**src/rtl/pipelined_cla_adder_if.sv**
```systemverilog
// Operand/result bundle for the pipelined carry-lookahead adder/subtractor.
//
// Handshake: valid-only, no ready. When EN=1 at a rising clock edge the pipeline
// advances one stage and IN_VALID qualifies A/B/CI/SUB for that edge. When EN=0
// every stage holds and the inputs are ignored. OUT_VALID qualifies
// SUM/CO/OVF; there is no backpressure, so the consumer either samples while
// OUT_VALID=1 or drops EN.
interface pipelined_cla_adder_if #(
   parameter int WIDTH = 8
);
   logic             EN;
   logic             IN_VALID;
   logic [WIDTH-1:0] A;
   logic [WIDTH-1:0] B;
   logic             CI;
   logic             SUB;
   logic [WIDTH-1:0] SUM;
   logic             CO;
   logic             OVF;
   logic             OUT_VALID;

   // Producer/consumer side that feeds operands and collects results.
   modport master (
      output EN, IN_VALID, A, B, CI, SUB,
      input  SUM, CO, OVF, OUT_VALID
   );

   // The adder itself.
   modport slave (
      input  EN, IN_VALID, A, B, CI, SUB,
      output SUM, CO, OVF, OUT_VALID
   );
endinterface

```
**src/rtl/pipelined_cla_adder.sv**
```systemverilog
// Pipelined N-bit adder/subtractor built from GROUP-bit carry-lookahead slices.
// Stage k resolves bits [k*GROUP +: GROUP]; the slice carry ripples to the next
// stage through its register, while the not-yet-used operand bits travel down
// the pipeline shifted so every stage always consumes the low GROUP bits.
module pipelined_cla_adder #(
   parameter int WIDTH = 8,
   parameter int GROUP = 4
) (
   input logic                  CLK,
   input logic                  RST,
   pipelined_cla_adder_if.slave bus
);
   localparam int NSTAGE = (GROUP > 0) ? WIDTH / GROUP : 1;

   // Reject parameter sets that cannot be tiled into whole slices.
   generate
      if ((GROUP < 1) || (GROUP > 8) || (WIDTH < GROUP) ||
          ((WIDTH % ((GROUP > 0) ? GROUP : 1)) != 0)) begin : g_bad_params
         $error("pipelined_cla_adder: WIDTH must be a positive multiple of GROUP and GROUP must be 1..8");
      end
   endgenerate

   // One lookahead slice: every carry is a flat sum of products of the bit
   // generates/propagates and the slice carry-in. Returns
   // {carry out, carry into slice MSB, sum bits}.
   function automatic logic [GROUP+1:0] cla_slice(
      input logic [GROUP-1:0] a,
      input logic [GROUP-1:0] b,
      input logic             cin
   );
      logic [GROUP-1:0] g;
      logic [GROUP-1:0] p;
      logic [GROUP:0]   c;
      logic             term;
      g    = a & b;
      p    = a ^ b;
      c    = '0;
      c[0] = cin;
      for (int i = 1; i <= GROUP; i++) begin
         term = cin;
         for (int m = 0; m < i; m++) term = term & p[m];
         c[i] = term;
         for (int j = 0; j < i; j++) begin
            term = g[j];
            for (int m = j + 1; m < i; m++) term = term & p[m];
            c[i] = c[i] | term;
         end
      end
      return {c[GROUP], c[GROUP-1], p ^ c[GROUP-1:0]};
   endfunction

   // Stage registers.
   logic [WIDTH-1:0] sum_q   [NSTAGE];
   logic [WIDTH-1:0] opa_q   [NSTAGE];
   logic [WIDTH-1:0] opb_q   [NSTAGE];
   logic             carry_q [NSTAGE];
   logic             ovf_q   [NSTAGE];
   logic             valid_q [NSTAGE];

   // Per-stage inputs (what each stage sees before its edge).
   logic [WIDTH-1:0] src_a   [NSTAGE];
   logic [WIDTH-1:0] src_b   [NSTAGE];
   logic [WIDTH-1:0] src_sum [NSTAGE];
   logic             src_c   [NSTAGE];
   logic             src_v   [NSTAGE];

   // Per-stage next values.
   logic [WIDTH-1:0] sum_d   [NSTAGE];
   logic [WIDTH-1:0] opa_d   [NSTAGE];
   logic [WIDTH-1:0] opb_d   [NSTAGE];
   logic             carry_d [NSTAGE];
   logic             ovf_d   [NSTAGE];
   logic             valid_d [NSTAGE];

   // Stage 0 takes the conditioned operands; later stages take the previous stage registers.
   always_comb begin
      src_a[0]   = bus.A;
      src_b[0]   = bus.SUB ? ~bus.B : bus.B;
      src_c[0]   = bus.SUB ? 1'b1 : bus.CI;
      src_sum[0] = '0;
      src_v[0]   = bus.IN_VALID;
      for (int k = 1; k < NSTAGE; k++) begin
         src_a[k]   = opa_q[k-1];
         src_b[k]   = opb_q[k-1];
         src_c[k]   = carry_q[k-1];
         src_sum[k] = sum_q[k-1];
         src_v[k]   = valid_q[k-1];
      end
   end

   // Evaluate each stage's slice and form its register next values.
   always_comb begin
      logic [GROUP+1:0] slice;
      slice = '0;
      for (int k = 0; k < NSTAGE; k++) begin
         slice                      = cla_slice(src_a[k][GROUP-1:0], src_b[k][GROUP-1:0], src_c[k]);
         sum_d[k]                   = src_sum[k];
         sum_d[k][k*GROUP +: GROUP] = slice[GROUP-1:0];
         carry_d[k]                 = slice[GROUP+1];
         // Only the last stage's value is used: there the slice MSB is the word MSB.
         ovf_d[k]                   = slice[GROUP+1] ^ slice[GROUP];
         opa_d[k]                   = src_a[k] >> GROUP;
         opb_d[k]                   = src_b[k] >> GROUP;
         valid_d[k]                 = src_v[k];
      end
   end

   // Pipeline registers: reset clears everything, EN=0 holds everything.
   always_ff @(posedge CLK) begin
      if (RST) begin
         for (int k = 0; k < NSTAGE; k++) begin
            sum_q[k]   <= '0;
            opa_q[k]   <= '0;
            opb_q[k]   <= '0;
            carry_q[k] <= 1'b0;
            ovf_q[k]   <= 1'b0;
            valid_q[k] <= 1'b0;
         end
      end else if (bus.EN) begin
         for (int k = 0; k < NSTAGE; k++) begin
            sum_q[k]   <= sum_d[k];
            opa_q[k]   <= opa_d[k];
            opb_q[k]   <= opb_d[k];
            carry_q[k] <= carry_d[k];
            ovf_q[k]   <= ovf_d[k];
            valid_q[k] <= valid_d[k];
         end
      end
   end

   assign bus.SUM       = sum_q[NSTAGE-1];
   assign bus.CO        = carry_q[NSTAGE-1];
   assign bus.OVF       = ovf_q[NSTAGE-1];
   assign bus.OUT_VALID = valid_q[NSTAGE-1];
endmodule

```
**src/flat_wrapper.sv**
```systemverilog
// flat-port wrapper written by rule: the top's interface ports become plain ports
module pipelined_cla_adder_flat 
#(
   parameter int WIDTH = 8,
   parameter int GROUP = 4
)
  (CLK, RST, bus_EN, bus_IN_VALID, bus_A, bus_B, bus_CI, bus_SUB, bus_SUM, bus_CO, bus_OVF, bus_OUT_VALID);
  pipelined_cla_adder_if #(.WIDTH(WIDTH)) bus_i ();
  input logic CLK;
  input logic RST;
  input wire logic [$bits(bus_i.EN)-1:0] bus_EN;
  input wire logic [$bits(bus_i.IN_VALID)-1:0] bus_IN_VALID;
  input wire logic [$bits(bus_i.A)-1:0] bus_A;
  input wire logic [$bits(bus_i.B)-1:0] bus_B;
  input wire logic [$bits(bus_i.CI)-1:0] bus_CI;
  input wire logic [$bits(bus_i.SUB)-1:0] bus_SUB;
  output wire logic [$bits(bus_i.SUM)-1:0] bus_SUM;
  output wire logic [$bits(bus_i.CO)-1:0] bus_CO;
  output wire logic [$bits(bus_i.OVF)-1:0] bus_OVF;
  output wire logic [$bits(bus_i.OUT_VALID)-1:0] bus_OUT_VALID;
  assign bus_i.EN = bus_EN;
  assign bus_i.IN_VALID = bus_IN_VALID;
  assign bus_i.A = bus_A;
  assign bus_i.B = bus_B;
  assign bus_i.CI = bus_CI;
  assign bus_i.SUB = bus_SUB;
  assign bus_SUM = bus_i.SUM;
  assign bus_CO = bus_i.CO;
  assign bus_OVF = bus_i.OVF;
  assign bus_OUT_VALID = bus_i.OUT_VALID;
  pipelined_cla_adder #(.WIDTH(WIDTH), .GROUP(GROUP)) u_core (.CLK(CLK), .RST(RST), .bus(bus_i));
endmodule
```
**config.mk**
```make
export PLATFORM = sky130hd
export DESIGN_NAME = pipelined_cla_adder_flat
export DESIGN_NICKNAME = d
export VERILOG_FILES = /design/src/rtl/pipelined_cla_adder_if.sv /design/src/rtl/pipelined_cla_adder.sv /design/src/flat_wrapper.sv
export SDC_FILE = /design/constraint.sdc
export NUM_CORES = 1
export LEC_CHECK = 0
export CORE_ASPECT_RATIO = 0.8
export CORE_UTILIZATION = 42
export DETAILED_ROUTE_END_ITERATION = 6
export GPL_TIMING_DRIVEN = 0
export PLACE_DENSITY = 0.67
export SYNTH_ARGS = -nofsm -noshare
export SYNTH_HDL_FRONTEND = slang
export SYNTH_SLANG_ARGS = --single-unit
```
**constraint.sdc**
```tcl
create_clock -name CLK -period 2.5 [get_ports CLK]
set_clock_uncertainty 0.15 [all_clocks]
set_input_delay 0.25 -clock CLK [delete_from_list [all_inputs] [get_ports CLK]]
set_output_delay 0.25 -clock CLK [all_outputs]
set_load 0.005 [all_outputs]
```
Yosys cells after proc, flatten, opt, wreduce, memory -nomap -nowiden
Memory sizes are Yosys's and may differ from the RTL's.
Index checks and enable logic that the tools add are counted.
Storage, ports and cells
  bits in registers: 0
  bits in writable memories: 38
  input port bits: 22
  output and inout bits: 11
  logic and storage cells: 86
  memories kept: 6
Memories
  u_core.sum_q: depth 2, bits a word 8, read ports 2, clocked after memory_dff 0, wr ports 2, RTL line pipelined_cla_adder.sv:53  | logic [WIDTH-1:0] sum_q [NSTAGE];
  u_core.opa_q: depth 2, bits a word 4, read ports 1, clocked after memory_dff 0, wr ports 2, RTL line pipelined_cla_adder.sv:54  | logic [WIDTH-1:0] opa_q [NSTAGE];
  u_core.opb_q: depth 2, bits a word 4, read ports 1, clocked after memory_dff 0, wr ports 2, RTL line pipelined_cla_adder.sv:55  | logic [WIDTH-1:0] opb_q [NSTAGE];
  u_core.carry_q: depth 2, bits a word 1, read ports 2, clocked after memory_dff 0, wr ports 2, RTL line pipelined_cla_adder.sv:56  | logic carry_q [NSTAGE];
  u_core.ovf_q: depth 2, bits a word 1, read ports 1, clocked after memory_dff 0, wr ports 2, RTL line pipelined_cla_adder.sv:57  | logic ovf_q [NSTAGE];
  u_core.valid_q: depth 2, bits a word 1, read ports 2, clocked after memory_dff 0, wr ports 2, RTL line pipelined_cla_adder.sv:58  | logic valid_q [NSTAGE];
Operators by class
  multiplexer cells: 19
  bitwise operators: 61
Operators by type and width (number)
  $or A1 B1 Y1: 32
  $mux W8: 3
  $and A1 B1 Y1: 20
  $mux W4: 4
  $xor A4 B4 Y4: 4
  $mux W1: 12
  $and A4 B4 Y4: 2
  $not A8 Y8: 1
  $xor A1 B1 Y1: 2

Logic depth before layout (Yosys ltp)
Gate-level depths: netlist of the first run.
  depth after elaboration: 13
  depth in mapped cells: 7

Worst setup path before layout of the first run
OpenSTA, ideal clock, no wires.
  path kind: input to register
  from: input bus_SUB
  to: memory u_core.carry_q[0][0], data pin
  setup time: 254 ps
  data arrival time: 1566 ps
  data required time: 2096 ps
  setup slack: 529 ps
  stages on the path: 7
  buffers on the path: 1
  path through: buf_2 > xor2_1 > ha_1 > ha_1 > o211ai_1 > a21boi_0 > o21a_1
RTL lines
  from (decl): RTL line flat_wrapper.sv:16  | input wire logic [$bits(bus_i.SUB)-1:0] bus_SUB;
  to (decl): RTL line pipelined_cla_adder.sv:56

==> results of run 1 <==
-- cells in the final DEF (no fill, tap or decap), drive strengths merged, types with 2 or more instances in the layout --
cell and n:
xor2 5, o211ai 2, nand3b 2, clkdlybuf4s50 31, inv 3, edfxtp 25, clkbuf 3, nor3b 2
nor3 4, xnor2 5, o21a 6, a21boi 2, buf 3, ha 10, a21oi 3, or2 2
fa 2, nor2 7, and2 11
-- cell type report --
class | instances | area, um2
clock inverter | 1 | 5.00
timing repair buffer | 31 | 310
inverter | 3 | 11.3
buffer | 3 | 15.0
clock buffer | 3 | 41.3
tap | 38 | 47.5
multi-input combinational | 67 | 539
sequential | 25 | 751
fill | 257 | 1150
-- synth_stat cells, drive strengths merged (3+ instances only) --
cell / count / area [um2]
ha: 10 / 125
a21oi: 3 / 22.5
nor2: 7 / 26.3
o21a: 6 / 45.0
buf: 3 / 15.0
edfxtp: 25 / 751
xor2: 5 / 43.8
xnor2: 5 / 43.8
and2: 11 / 68.8
inv: 3 / 11.3
nor3: 4 / 20.0
-- flip-flops by register name, summed over array words and instances, names as in the netlist --
name            flops
u_core.ovf_q        1
u_core.sum_q       12
u_core.carry_q      2
u_core.opa_q        4
u_core.opb_q        4
u_core.valid_q      2
-- power breakdown --
part	switching, uW	internal, uW
logic	83.4	113
clock network	120	111
registers	11.9	504
total	215	728
-- critical path, stage by stage --
cell             delay (ns)
clkdlybuf4s50_1        0.47
xor2_1                 0.18
ha_1                   0.26
ha_1                   0.20
o211ai_1               0.22
a21boi_0               0.16
o21a_1                 0.19
-- metal layers --
| metal | up-vias | global-route usage [%] |
|---|---|---|
| li1 | 418 | - |
| met1 | 353 | 13.3 |
| met2 | 27 | 26.1 |
| met3 | 4 | 4.82 |
| met4 | 0 | 2.22 |
| met5 | - | 0 |
-- through the flow --
stage / hold WS (ns) / total power, uW
2_1_floorplan: 0.298 / 636
6_report: 0.342 / 944
3_5_place_dp: 0.355 / 723
3_3_place_gp: 0.350 / 716
4_1_cts: 0.340 / 956
5_1_grt: 0.354 / 991
-- kinds of logic after synthesis --
| logic type | after synthesis |
|---|---|
| AO/OA/AOI/OAI | 14 |
| XOR/XNOR | 10 |
| adder cells (fa/ha/maj) | 12 |
| buffers and inverters | 6 |
| flip-flops | 25 |
| AND/OR/NAND/NOR | 31 |
-- final timing paths --
kind	slack (ns)	startpoint	endpoint
min	0.34	bus_SUB	u_core.opb_q[0][0]
max	0.45	bus_B[0]	u_core.carry_q[0][0]
min reg2reg	0.37	u_core.sum_q[0][1]	u_core.sum_q[0][9]
max reg2reg	0.52	u_core.opb_q[0][0]	u_core.carry_q[0][1]
==> run_results.csv, run 1 <==
group,metric,value,unit
sta,tightest_slew,0.564,ns
placed_design,pre_cts_ws,0.182,ns
die,die_x,64.6,um
run_status,status,"finished clean",
cts,path_clk_slew,0.08,ns
setup_path,worstSetupEndpointType,"flop",
routing,wl_met1,893,um
sta,finalHoldViolations,0,
global_route,grt.total_usage,13.2,%
die,ios,33,
global_route,grt_pass1_wl,3.26,mm
setup_path,r2r_cells,5,
sta,final_max_slew_viol_count,0,
placed_design,place_area,1670,um2
sta,fmax,0.488,GHz
final_layout,layout-drive-gt1-share,9.02,%
cts,clock_sinks,25,
setup_path,worstPathArrival,1.93,ns
worst_hold_path,whs_path_depth,3,
cts,postCtsSetupRepairBufs,0,
sta,period_share,82.0,%
synth,synth_cells,98,
power_and_ir_drop,leakagePower,0.000674,uW
routing,vias,802,
cts,post_cts_resized,0,
global_route,grt_max_degree,26,
routing,finalWirelength,2.08,mm
flow_run,cap_violations,0,
placed_design,dp_cells,167,
synth,ys_ff_latch,25,
cts,worstSkewPairLatency,0.26,ns
power_and_ir_drop,vdd.ir_drop.worst,255,uV
synth,synth_edf_count,25,
synth,async_flop_share,0,%
routing,drt_iter0_drc,28,
power_and_ir_drop,power_density,548,nW/um2
cts,cts_max_path_buffers,2,
sta,rsz0062_at_grt,"false",
routing,wl_per_cell,12.2,um
final_layout,area_growth,30.7,%
die,die_area,3360,um2
synth,synthMuxAreaShare,0,%
sta,setup_viol,0,
die,core_area,2870,um2
sta,period_minus_slack,2.05,ns
global_route,antenna_found_initial,0,
final_layout,nets,168,
final_layout,antenna_cells,0,
routing,drt-pass1-iter-count,4,
synth,yosys_warnings,0,
synth,synth_top_family_by_area,"simple AND/OR/NAND/NOR gates",
synth,syn_avg_cell_area,13.4,um2
setup_path,critPathRequiredTime,2.38,ns
placed_design,port_buffers,31,
routing,vias_per_cell,4.69,
synth,synth-simple-area-share,13.3,%
synth,syn_nets,132,
placed_design,gp_congestion,0.737,
synth,synth-seq-area-share,57.0,%
die,die_h,52.1,um
placed_design,hpwl,1.58,mm
setup_path,critPathLaunchType,"input port",
cts,ctsHoldBuffers,0,
setup_path,path_class,"in2reg",
synth,synth_area,1320,um2
routing,met3RoutedLength,123,um
cts,htree_levels,1,
routing,top_layer_used,"met4",
die,rows,17,
routing,drc,0,
die,initial_core_util,45.8,%
sta,setup_slack,0.451,ns
sta,setup_tns,0,ns
final_layout,instances_no_fill,171,
routing,met2_length,1.05,mm
setup_path,path_max_fanout,2,
cts,cts_buffers,3,
synth,synth_flop_cell,"edfxtp_1",
synth,synthDistinctLibCells,23,
final_layout,postLayoutCellArea,1720,um2
global_route,grt-ovfl-total,0,
cts,root_buffer,"clkbuf_8",
worst_hold_path,hp-class,"in2reg",
synth,synth-adder-area-share,12.5,%
final_layout,final_core_util,59.9,%
global_route,first_global_vias,777,
cts,cts_tree,"yes",
routing,ant_nets,0,
synth,synth-xor-area-share,6.65,%
sta,maxSlewHeadroom,62.4,%
synth,synth_compound_area_share,8.46,%
(Power assumes the default switching activity.)
==> run 2: changes to the inputs <==
==> constraint.sdc (replaced) <==
create_clock -name CLK -period 2.1 [get_ports CLK]
set_clock_uncertainty 0.15 [all_clocks]
set_input_delay 0.21 -clock CLK [delete_from_list [all_inputs] [get_ports CLK]]
set_output_delay 0.21 -clock CLK [all_outputs]
set_load 0.005 [all_outputs]
==> results of run 2 <==
Same layout as run 1 (identical final DEF). Status: finished clean.
Main changes from that run: setup slack after placement 0.182 ns -> -0.178 ns; setup slack after layout 0.451 ns -> 0.0911 ns; hold slack 0.342 ns -> 0.302 ns; register-to-register setup slack 0.52 ns -> 0.12 ns; total power 944 uW -> 1120 uW; worst IR drop on VDD 255 uV -> 304 uV
